===== src/rtl/grad_dir_arbiter.sv =====
// grad_dir_arbiter: several Sobel pixel lanes share one gradient-direction
// quantizer. A round-robin arbiter picks one lane per cycle. Its Gx/Gy pair
// goes through a capture register (s1) and then a quantize+response register
// (s2). Each response carries a 2-bit direction code and the lane id.
//
// Ports:
//   clk, rst_n          clock, synchronous active-low reset
//   req_valid/req_ready per-lane handshake (req_ready is combinational, one-hot or zero)
//   req_gx/req_gy       packed signed gradients, lane i at [i*GW +: GW]
//   rsp_valid/rsp_ready response handshake
//   rsp_id              lane that issued the response
//   rsp_angle           0=0deg, 1=45deg, 2=90deg, 3=135deg
//   rsp_mag             |Gx|+|Gy| (only when GRAD_MAG_EN is defined)
//
// Build option: define GRAD_MAG_EN to add the rsp_mag output and its abs/adder logic.

module grad_dir_arbiter #(
    parameter int unsigned NUM_REQ = 4,
    parameter int unsigned GW      = 11,
    parameter int unsigned IDW     = 2
) (
    input  logic                    clk,
    input  logic                    rst_n,
    input  logic [NUM_REQ-1:0]      req_valid,
    output logic [NUM_REQ-1:0]      req_ready,
    input  logic [NUM_REQ*GW-1:0]   req_gx,
    input  logic [NUM_REQ*GW-1:0]   req_gy,
    output logic                    rsp_valid,
    input  logic                    rsp_ready,
    output logic [IDW-1:0]          rsp_id,
    output logic [1:0]              rsp_angle
`ifdef GRAD_MAG_EN
    ,
    output logic [GW:0]             rsp_mag
`endif
);

    localparam int unsigned XW = GW + 1;

    // State registers
    logic                   s1_valid_q, s1_valid_d;
    logic [IDW-1:0]         s1_id_q,    s1_id_d;
    logic [GW-1:0]          s1_gx_q,    s1_gx_d;
    logic [GW-1:0]          s1_gy_q,    s1_gy_d;
    logic [IDW-1:0]         ptr_q,      ptr_d;
    logic                   rsp_valid_q, rsp_valid_d;
    logic [IDW-1:0]         rsp_id_q,    rsp_id_d;
    logic [1:0]             rsp_angle_q, rsp_angle_d;
`ifdef GRAD_MAG_EN
    logic [XW-1:0]          rsp_mag_q,   rsp_mag_d;
`endif

    // Combinational helpers
    logic                   s2_load;
    logic                   s1_free;
    logic                   gnt_found;
    logic [IDW-1:0]         gnt_idx;
    logic                   xfer;
    logic signed [XW-1:0]   gx_e, gy_e, gx_n, gy_n;
    logic [1:0]             angle;
`ifdef GRAD_MAG_EN
    logic [XW-1:0]          abs_gx, abs_gy, mag;
`endif

    // Lane index (base + off) wrapped into 0..NUM_REQ-1
    function automatic logic [IDW-1:0] lane_at(input logic [IDW-1:0] base, input int unsigned off);
        int unsigned s;
        s = 32'(base) + off;
        if (s >= NUM_REQ) begin
            s = s - NUM_REQ;
        end
        return IDW'(s);
    endfunction

    // Stall rules
    always_comb begin
        s2_load = s1_valid_q & (~rsp_valid_q | rsp_ready);
        s1_free = ~s1_valid_q | s2_load;
    end

    // Round-robin search: first valid lane at or after the pointer
    always_comb begin
        gnt_found = 1'b0;
        gnt_idx   = '0;
        for (int unsigned k = 0; k < NUM_REQ; k++) begin
            if (!gnt_found && req_valid[lane_at(ptr_q, k)]) begin
                gnt_found = 1'b1;
                gnt_idx   = lane_at(ptr_q, k);
            end
        end
        req_ready = '0;
        if (gnt_found && s1_free) begin
            req_ready[gnt_idx] = 1'b1;
        end
        xfer = gnt_found & s1_free;
    end

    // Direction quantizer on s1; extended to GW+1 bits so -(-2^(GW-1)) is exact
    always_comb begin
        gx_e  = {s1_gx_q[GW-1], s1_gx_q};
        gy_e  = {s1_gy_q[GW-1], s1_gy_q};
        gx_n  = -gx_e;
        gy_n  = -gy_e;
        angle = 2'd0;
        if (gx_e == '0 && gy_e == '0) begin
            angle = 2'd0;
        end else if (gx_e == '0) begin
            angle = 2'd2;
        end else if (gy_e == '0) begin
            angle = 2'd0;
        end else if (!gx_e[XW-1] && !gy_e[XW-1]) begin
            angle = (gy_e > gx_e) ? 2'd1 : 2'd0;
        end else if (gx_e[XW-1] && gy_e[XW-1]) begin
            // Tie in this quadrant resolves to 45deg
            angle = (gy_e > gx_e) ? 2'd0 : 2'd1;
        end else if (!gx_e[XW-1]) begin
            angle = (gy_n > gx_e) ? 2'd3 : 2'd0;
        end else begin
            angle = (gy_e > gx_n) ? 2'd3 : 2'd0;
        end
    end

`ifdef GRAD_MAG_EN
    // |gx|+|gy| without saturation; max 2^GW fits in GW+1 bits
    always_comb begin
        abs_gx = gx_e[XW-1] ? XW'(gx_n) : XW'(gx_e);
        abs_gy = gy_e[XW-1] ? XW'(gy_n) : XW'(gy_e);
        mag    = abs_gx + abs_gy;
    end
`endif

    // Next-state logic for s1, pointer and s2
    always_comb begin
        s1_valid_d  = s1_valid_q;
        s1_id_d     = s1_id_q;
        s1_gx_d     = s1_gx_q;
        s1_gy_d     = s1_gy_q;
        ptr_d       = ptr_q;
        rsp_valid_d = rsp_valid_q;
        rsp_id_d    = rsp_id_q;
        rsp_angle_d = rsp_angle_q;
`ifdef GRAD_MAG_EN
        rsp_mag_d   = rsp_mag_q;
`endif
        if (xfer) begin
            s1_valid_d = 1'b1;
            s1_id_d    = gnt_idx;
            s1_gx_d    = req_gx[32'(gnt_idx) * GW +: GW];
            s1_gy_d    = req_gy[32'(gnt_idx) * GW +: GW];
            ptr_d      = (gnt_idx == IDW'(NUM_REQ - 1)) ? '0 : gnt_idx + 1'b1;
        end else if (s2_load) begin
            s1_valid_d = 1'b0;
        end
        if (s2_load) begin
            rsp_valid_d = 1'b1;
            rsp_id_d    = s1_id_q;
            rsp_angle_d = angle;
`ifdef GRAD_MAG_EN
            rsp_mag_d   = mag;
`endif
        end else if (rsp_valid_q && rsp_ready) begin
            rsp_valid_d = 1'b0;
        end
    end

    // Register update with synchronous reset
    always_ff @(posedge clk) begin
        if (!rst_n) begin
            s1_valid_q  <= 1'b0;
            s1_id_q     <= '0;
            s1_gx_q     <= '0;
            s1_gy_q     <= '0;
            ptr_q       <= '0;
            rsp_valid_q <= 1'b0;
            rsp_id_q    <= '0;
            rsp_angle_q <= 2'd0;
`ifdef GRAD_MAG_EN
            rsp_mag_q   <= '0;
`endif
        end else begin
            s1_valid_q  <= s1_valid_d;
            s1_id_q     <= s1_id_d;
            s1_gx_q     <= s1_gx_d;
            s1_gy_q     <= s1_gy_d;
            ptr_q       <= ptr_d;
            rsp_valid_q <= rsp_valid_d;
            rsp_id_q    <= rsp_id_d;
            rsp_angle_q <= rsp_angle_d;
`ifdef GRAD_MAG_EN
            rsp_mag_q   <= rsp_mag_d;
`endif
        end
    end

    assign rsp_valid = rsp_valid_q;
    assign rsp_id    = rsp_id_q;
    assign rsp_angle = rsp_angle_q;
`ifdef GRAD_MAG_EN
    assign rsp_mag   = rsp_mag_q;
`endif

endmodule


===== config.mk =====
export PLATFORM = sky130hd
export DESIGN_NAME = grad_dir_arbiter
export DESIGN_NICKNAME = d
export VERILOG_FILES = /design/src/rtl/grad_dir_arbiter.sv
export SDC_FILE = /design/constraint.sdc
export NUM_CORES = 1
export LEC_CHECK = 0
export ABC_AREA = 0
export CORE_MARGIN = 3
export CORE_UTILIZATION = 47
export DETAILED_ROUTE_END_ITERATION = 8
export GPL_TIMING_DRIVEN = 0
export PLACE_DENSITY = 0.82
export SYNTH_ARGS = -nofsm -noshare
export SYNTH_HDL_FRONTEND = slang
export SYNTH_SLANG_ARGS = --single-unit

===== constraint.sdc =====
create_clock -name clk -period 3.7 [get_ports clk]
set_clock_uncertainty 0.1 [all_clocks]
set_input_delay 0.555 -clock clk [delete_from_list [all_inputs] [get_ports clk]]
set_output_delay 0.555 -clock clk [all_outputs]
set_load 0.1 [all_outputs]

==> metrics.yaml <==
cells_and_area:
  layout-drive-gt1-share_pct: 5.870
  area_growth_pct: 39.14
  nNetsFinal: 595
  design_area_sq_mm: 0.004239
  final_util_pct: 69.54
  layout.cells.non_filler: 535
  antennaDiodeCount: 0
timing:
  finalSetupViolCount: 0
  hold_viol: 0
  max_slew_margin_pct: 32.58
  period_needed_ns: 3.457
  period_share_pct: 93.43
  tightest_slew_ns: 1.008
  max_freq_mhz: 289.3
  maxSlewViolCount: 0
  rsz0062_at_grt: "false"
cts:
  htreeDepth: 2
  holdBufCountCts: 0
  clockBufferDepth: 2
  cts_made_buffers: 5
  root_buffer: "clkbuf_8"
  cts_sinks: 32
  clkLatencyLatePin_ns: 0.28
  cts.clk_slew.worst_paths_ns: 0.07
  cts_tree: "built"
global_route:
  grt_pass1_vias: 3248
  grt_pass1_wl_um: 14950
  grt_use_total_pct: 24.78
  grt_max_degree: 12
  antenna_found_initial: 0
  grt_overflow: 0
setup_path:
  max_stage_delay_ns: 0.55
  r2r_slack_ns: 0.29
  slowest_stage: "clkdlybuf4s50_1"
  end_kind: "output port"
  crit_path_cell_trace: "clkdlybuf4s50_1 -> a21oi_1 -> o21a_1 -> o22ai_1 -> buf_2 -> buf_6 -> inv_1 -> ha_1 -> and2_1 -> buf_2"
  cp_max_fo: 11
  critPathTopFamily: "buffers and inverters"
  crit_top_cell: "buf_2"
  required_ns: 3.04
  arrival_ns: 2.80
  critPathKind: "in2out"
  r2r_cells: 12
  r2r_start: "s1_gx_q[4]"
  startpoint_type: "primary input"
  reg2reg_to: "rsp_angle[0]"
  critical_path_buf_inv_count: 5
detailed_routing:
  top_layer: "met4"
  via_count: 3102
  drt_iter0_markers: 166
  met1_length_um: 3689
  dr_wl_met2_um: 4551
  ant_nets: 0
  wl_um: 8837
  wl_met3_um: 531
  wl_per_cell_um: 16.52
  vias_per_cell: 5.798
  drc_errors: 0
  first_pass_iters: 4
die:
  core.rowCount: 28
  ios: 104
  core_sq_mm: 0.006096
  fp.dieArea_sq_mm: 0.007484
  die_x_um: 86.51
  initial_core_util_pct: 49.98
  fp.dieH_um: 86.51
placement:
  io_buffers: 102
  dp_hpwl_um: 7481
  postPlaceCellArea_sq_mm: 0.004161
  routabilityCongestion: 0.9583
  dp_cells: 527
run:
  maxCapViolCount: 0
synthesis:
  ys_seq_area_share_pct: 21.03
  ys_top_cells_by_area: "dfxtp_1 (21%), ha_1 (17%), mux2i_1 (15%)"
  synth_top_area_share_pct: 21.03
  synth_edf_count: 0
  syn_nets: 486
  ys_warn_count: 0
  synthFlopType: "dfxtp_1"
  async_flop_share_pct: 0
  ys_ff_latch: 32
  yosys.area.top_type: "dfxtp_1"
  yosysUniqueCellTypes: 50
  avgSynthCellArea_sq_um: 8.705
  synth.cell_area_sq_mm: 0.003047
  synth_cells: 350
worst_hold_path:
  worstHoldStart: "s1_id_q[0]"
  min_path_cells: 2
  hold_class: "reg2reg"
  hold_end: "s1_id_q[0]"
power:
  vdd_drop_max_v: 0.0002554
  p_per_area_mw_per_mm2: 447.4
  power_mw: 1.897
  p_leak_nw: 1.844
outcome:
  status: "completed"
[area by class of cell]
class	count	area, sq um
inverter	20	75.07
tap	75	93.84
sequential	32	640.6
clock buffer	6	82.58
multi-input combinational	280	2225
fill	517	1857
buffer	18	106.4
timing repair buffer	102	1001
clock inverter	2	15.01
[metrics by stage]
stage / TNS [ns] / hold WS [ns] / setup slack (ns)
floorplan: 0 / 0.3428 / 0.5174
global placement: -1.560 / 0.3583 / -0.4133
detailed placement: -1.754 / 0.3690 / -0.4603
CTS: 0 / 0.3785 / 0.06266
global route: 0 / 0.4005 / 0.06073
finish: 0 / 0.3794 / 0.2431
[how the worst max path moves through the flow]
stage            startpoint            to  slack, ns  cells past startpoint
2_1_floorplan    s1_gx_q[4]  rsp_angle[0]       0.52                     12
3_3_place_gp   req_valid[0]  req_ready[1]      -0.41                      9
3_5_place_dp   req_valid[0]  req_ready[1]      -0.46                      9
4_1_cts        req_valid[0]  req_ready[3]       0.06                     10
5_1_grt        req_valid[0]  req_ready[3]       0.06                     10
6_report       req_valid[0]  req_ready[3]       0.24                     10
[logic make-up after synthesis]
group / synth area share (%)
compound gates: 17.45
xor+xnor: 3.737
fa+ha+maj: 16.84
buf+inv: 5.955
flops: 21.03
mux: 15.44
simple gates: 19.55
[synthesized netlist by cell type, drive strengths merged, types with 4 or more instances]
| library cell | number |
|---|---|
| o21a | 5 |
| dfxtp | 32 |
| inv | 20 |
| nand3 | 28 |
| buf | 12 |
| nand4 | 6 |
| nand2 | 18 |
| nor3 | 12 |
| nand2b | 4 |
| a21oi | 16 |
| o211ai | 4 |
| ha | 41 |
| and2 | 5 |
| nor2 | 12 |
| clkbuf | 6 |
| xnor2 | 10 |
| nor4 | 4 |
| mux2i | 47 |
| o21ai | 7 |
| o31ai | 4 |
| nor2b | 5 |
| o221ai | 23 |
[worst min-delay path, stage by stage (launching register included)]
cell and delay, ns:
dfxtp_1 0.32, nand2_1 0.05, a21boi_0 0.07
[sequential cells by signal, indices dropped and copies added, names as in the netlist]
register,flops
s1_gy_q,11
s1_valid_q,1
s1_id_q,2
rsp_id,2
ptr_q,2
rsp_valid,1
rsp_angle,2
s1_gx_q,11
[cells in the final DEF, fill, tap and decap left out, drive strengths merged, types with 7 or more instances in the layout]
master         netlist  final
a21oi               16     16
nor3                12     12
buf                 12     16
dfxtp               32     32
nand2               18     18
ha                  41     41
clkbuf               6     12
xnor2               10     10
inv                 20     20
o221ai              23     23
mux2i               47     47
o21ai                7      7
nor2                12     12
clkdlybuf4s50        0     98
nand3               28     28
[report_power, final]
group | switching, mW | total (mW) | internal (mW)
combinational | 0.618 | 1.12 | 0.502
clock | 0.137 | 0.288 | 0.151
sequential | 0.0857 | 0.489 | 0.403
total | 0.841 | 1.90 | 1.06
[metal layers]
layer,up-vias,global-route usage [%]
met3,6,4.278
met5,-,0
met1,1434,31.45
met4,0,5.666
met2,114,43.67
li1,1548,-
[what timing repair did]
item | CTS | global route
setup endpoints to repair | 4 | 4
resized for setup | 12 | 8
buffers inserted | 0 | 0
gates cloned | 0 | 0
(Power assumes the default switching activity.)
